**config.mk**
```make
export PLATFORM = sky130hd
export DESIGN_NAME = dist_ram
export DESIGN_NICKNAME = d
export VERILOG_FILES = /design/src/rtl/dist_ram.sv
export SDC_FILE = /design/constraint.sdc
export NUM_CORES = 2
export LEC_CHECK = 0
export ABC_AREA = 1
export CAP_MARGIN = 20
export CORE_MARGIN = 2
export CORE_UTILIZATION = 30
export CTS_CLUSTER_SIZE = 24
export DETAILED_ROUTE_END_ITERATION = 16
export PLACE_DENSITY_LB_ADDON = 0.08
export SYNTH_ARGS = -nofsm -noshare
export SYNTH_HDL_FRONTEND = slang
export SYNTH_SLANG_ARGS = --single-unit
export TNS_END_PERCENT = 20
```
**constraint.sdc**
```tcl
create_clock -name clk -period 44 [get_ports clk]
set_clock_uncertainty 0.15 [all_clocks]
set_input_delay 11 -clock clk [delete_from_list [all_inputs] [get_ports clk]]
set_output_delay 11 -clock clk [all_outputs]
set_load 0.02 [all_outputs]
```
**src/rtl/dist_ram.sv**
```systemverilog
// dist_ram: single-port distributed RAM with synchronous write, combinational read and an
// asynchronous active-high reset that clears every word.
module dist_ram #(
  parameter int unsigned ADDR_WIDTH = 6,
  parameter int unsigned DATA_WIDTH = 16
) (
  input  logic                  clk,
  input  logic                  rst,
  input  logic [ADDR_WIDTH-1:0] a,
  input  logic [DATA_WIDTH-1:0] d,
  input  logic                  we,
  output logic [DATA_WIDTH-1:0] spo
);

  localparam int unsigned Depth = 2 ** ADDR_WIDTH;

  logic [DATA_WIDTH-1:0] mem_q [Depth];
  logic [DATA_WIDTH-1:0] mem_d [Depth];

  // Next-state array: only the addressed word changes, and only when writing.
  always_comb begin
    mem_d = mem_q;
    if (we) begin
      mem_d[a] = d;
    end
  end

  // Storage update; reset wins over any write and clears the whole array at once.
  always_ff @(posedge clk or posedge rst) begin
    if (rst) begin
      for (int i = 0; i < int'(Depth); i++) begin
        mem_q[i] <= '0;
      end
    end else begin
      mem_q <= mem_d;
    end
  end

  // Asynchronous read port: address changes and completed writes show up without a clock.
  always_comb begin
    spo = mem_q[a];
  end

endmodule

```
==> results.txt <==
The average routed wire per standard cell is 20.9 microns. The count of state elements after synthesis is 1024. The largest registers in the layout are mem_q: 1024 flops.

In the global route stage, overall resource usage came out at 0.222. The leakage power of the design came out at about 0.028 uW. The aggregate negative setup slack is 0 ns.

The simple logic cell fraction of the synthesized area came out at 0.305. The dominant cell by count in the synthesized netlist is nand2_1. The share of cells above drive strength 1 is 0.0566. dfrtp_1 takes more of the synthesized area than any other cell. The slowest stage of the critical path is the buf_4 cell. The areal power density over the cells came out at around 47 nW/um^2.

Once the clock tree was built, the setup fixing pass inserted 0 buffers. The worst slew margin relative to its limit came out at 0.221. Measured against the total synthesized area, the mux share comes to 0.

The maximum clock frequency came out at ~0.037 GHz. The reported max-cap violation count is 0. The run finished with clean final reports. The pin count of the biggest net entering global routing came out at approximately 160. The critical path contains buffers and inverters numbering 6 combined. Sorting the synthesized cells by how often they occur yields nand2_1 (3532), dfrtp_1 (1024), o21ai_0 (748), clkbuf_1 (395), nor2_1 (353).

The final core area utilization is 0.342. For this run, the leading register cell type out of synthesis is dfrtp_1. The global-route wire length before repair is between 200000 and 300000 microns. The synthesized design contains 0 enable-type register cells. The via count of the first global-routing pass is between 40000 and 50000. Routability-driven placement finished with a final weighted congestion of between 0.8 and 0.9. The final HPWL from detailed placement is 104000 microns. The most prevalent standard cell on the critical path is nand2_1. The cell area that synthesis handed to floorplanning was just under 50000 sq um. The type of destination of the critical path is a primary output. The routed design could run at a clock period as short as 27.29 ns. The CTS tree is done. The count of distinct cell types in the synthesized netlist is 18. The count of nets after finishing came out at 6446. Once detail routing completed, the nets flagged for antenna violations numbered 0. mem_q holds more flip-flops than any other register. After clock tree synthesis, the repair step resized 0 gates.

The number of flip-flops under the largest register name is ~1000. The number of setup violations in the final report came out at 0. For this run, asynchronously set or reset flops after synthesis account for 1.00.

In this run the clock root is driven by a clkbuf_16. The area added between synthesis and finish is 13.6%. For this block, the initial DRC count from the detailed router was roughly 3100. After detailed routing, the number of remaining DRC violations is 0. At the pin with the least slew margin, the transition time is ~1.2 ns. The layout has 17300 filler cells.

The largest buffer count on any clock path is 3. The post-synthesis adder-cell area fraction is 0. The parity-gate share of the synthesized area counting xor and xnor cells came out at 0. CTS built an H-tree with a depth of 3.

The clock transition time at the flip-flop clock pins of the worst setup and hold paths came out at approximately 0.050 ns. The number of standard-cell rows in the floorplan came out at approximately 150. The total congestion overflow after global routing is 0. The CTS sink count is around 1000. The hold violation total from the final report was 0.

Traced cell by cell, the critical path runs through buf_8 > inv_8 > buf_4 > buf_4 > buf_4 > nand2_1 > nand2_1 > nand2_1 > nand2_1 > nand2_1 > nand2_1 > nand2_1 > nand2_1 > nor2_1 > nand2_1 > clkdlybuf4s50_1. In this design, the stage delay of the slowest critical-path cell is a little over 0.8 ns. The synthesized netlist cell count is between 6000 and 7000. The worst setup path category is in -> out.

The share of the synthesized area in the top cell type is 0.531. The y dimension of the die came out at ~410 microns. The data required time of the worst path is between 30 and 40 ns. Setup repair after global routing left no endpoint under its margin.

The count of pins over their slew limit came to 0. The pre-antenna-repair detailed-routing pass consisted of 5 iterations. For the worst-skew pair, the clock arrives at the later sink with an insertion delay of 0.73 ns. Yosys attributes the largest share of cell area to dfrtp_1 (53%), nand2_1 (27%), o21ai_0 (7.8%). The final wirelength is approximately 180000 microns. The number of hold buffers added after CTS is 0.

The average instance area after synthesis is 7.26 sq um. For this run, the number of Yosys warnings is 0. The net count after synthesis came out at about 6700.

The period utilization is 0.620. The area of the core came out at about 160000 sq um. The initial antenna violation count is 8. The initial core utilization is 0.301.

The hold slack is approximately 0.33 ns. In the routed layout, each cell is associated on average with a via count of 4.75. In this design, the largest share of critical-path delay is due to buffers and inverters.

Clock tree synthesis inserted a total of 121 buffers. The critical-path maximum fanout came out at about 110. In this run the count of I/O pins placed on the die edge is just over 40. The die is 405 microns wide.

The register area share after synthesis came out at 0.531. The worst-case vdd ir drop came out at about 0.000031 V. The largest family of logic cells by synthesized area is simple AND/OR/NAND/NOR gates. The data arrival time of the worst path is 16.14 ns. The total of buffers placed on input and output ports is 40. The power after layout is between 2000 and 3000 uW. The via count of the routed design is slightly above 40000. The tightest min-delay check is of the reg -> reg type. The floorplan die area is about 160000 sq um. The area fraction in compound gates after synthesis is 0.113. STA classifies the critical path startpoint as a primary input.
## worst paths after layout
| kind | start | end | slack [ns] | cells past startpoint |
|---|---|---|---|---|
| min in group asynchronous | rst | mem_q[833]$_DFFE_PP0P_ | 10.64 | 2 |
| hold / removal | mem_q[11]$_DFFE_PP0P_ | mem_q[11]$_DFFE_PP0P_ | 0.33 | 2 |
| hold reg to reg | mem_q[11]$_DFFE_PP0P_ | mem_q[11]$_DFFE_PP0P_ | 0.33 | 2 |
| max in group asynchronous | rst | mem_q[208]$_DFFE_PP0P_ | 30.04 | 5 |
| setup / recovery | a[0] | spo[3] | 16.71 | 16 |
| setup reg to reg | mem_q[91]$_DFFE_PP0P_ | mem_q[91]$_DFFE_PP0P_ | 43.07 | 2 |
## stage by stage
step / setup WS (ns) / cell area (sq um) / std cells
2_1_floorplan: 4.03 / 48200 / 6643
3_3_place_gp: 16.85 / 50300 / 8441
3_5_place_dp: 16.82 / 50400 / 8447
4_1_cts: 16.83 / 54500 / 8668
5_1_grt: 16.51 / 54800 / 8679
6_report: 16.71 / 54800 / 8682
## worst reg2reg max path, delay by kind of cell, from the launching register on
| kind | cells | cell delay, ns |
|---|---|---|
| AND/OR/NAND/NOR | 1 | 0.09 |
| AO/OA/AOI/OAI | 1 | 0.09 |
| flip-flops | 1 | 0.45 |
## cells by family after synthesis
group           after synthesis
compound gates             1084
buf+inv                     630
flops                      1024
simple gates               3905
## metal layers
metal / up-vias / GRT usage / wire [microns]
met5: - / 0 / 0
met4: 0 / 0.0427 / 3110
met3: 166 / 0.0252 / 6910
met2: 742 / 0.348 / 80400
met1: 20100 / 0.331 / 90900
li1: 20200 / - / -
## cell usage in the layout (no fill, tap or decap), drive strengths merged, types with 10 or more instances in the layout
master         instances
clkbuf               187
buf                  117
dfrtp               1024
clkdlybuf4s50         37
clkinv                21
nor2                 354
a21oi                281
bufinv                10
o21ai                798
nand2               3532
inv                  134
## cell type report
| class | count | area (sq um) | share of cell area |
|---|---|---|---|
| diodes | 3 | 7.51 | 0.000137 |
| clock buffers | 187 | 3650 | 0.0665 |
| clock inverters | 34 | 443 | 0.00808 |
| inverters | 131 | 517 | 0.00942 |
| multi-input cells | 4989 | 20300 | 0.370 |
| flip-flops and latches | 1024 | 25600 | 0.467 |
| well taps | 2160 | 2700 | 0.0493 |
| repair buffers | 154 | 1610 | 0.0293 |
## power by group
part	leakage [uW]	switching (uW)	internal [uW]
logic	0.0126	249	126
clock network	0.00203	425	623
registers	0.0133	73.5	1090
No activity file was read; power rests on OpenSTA's default activity.
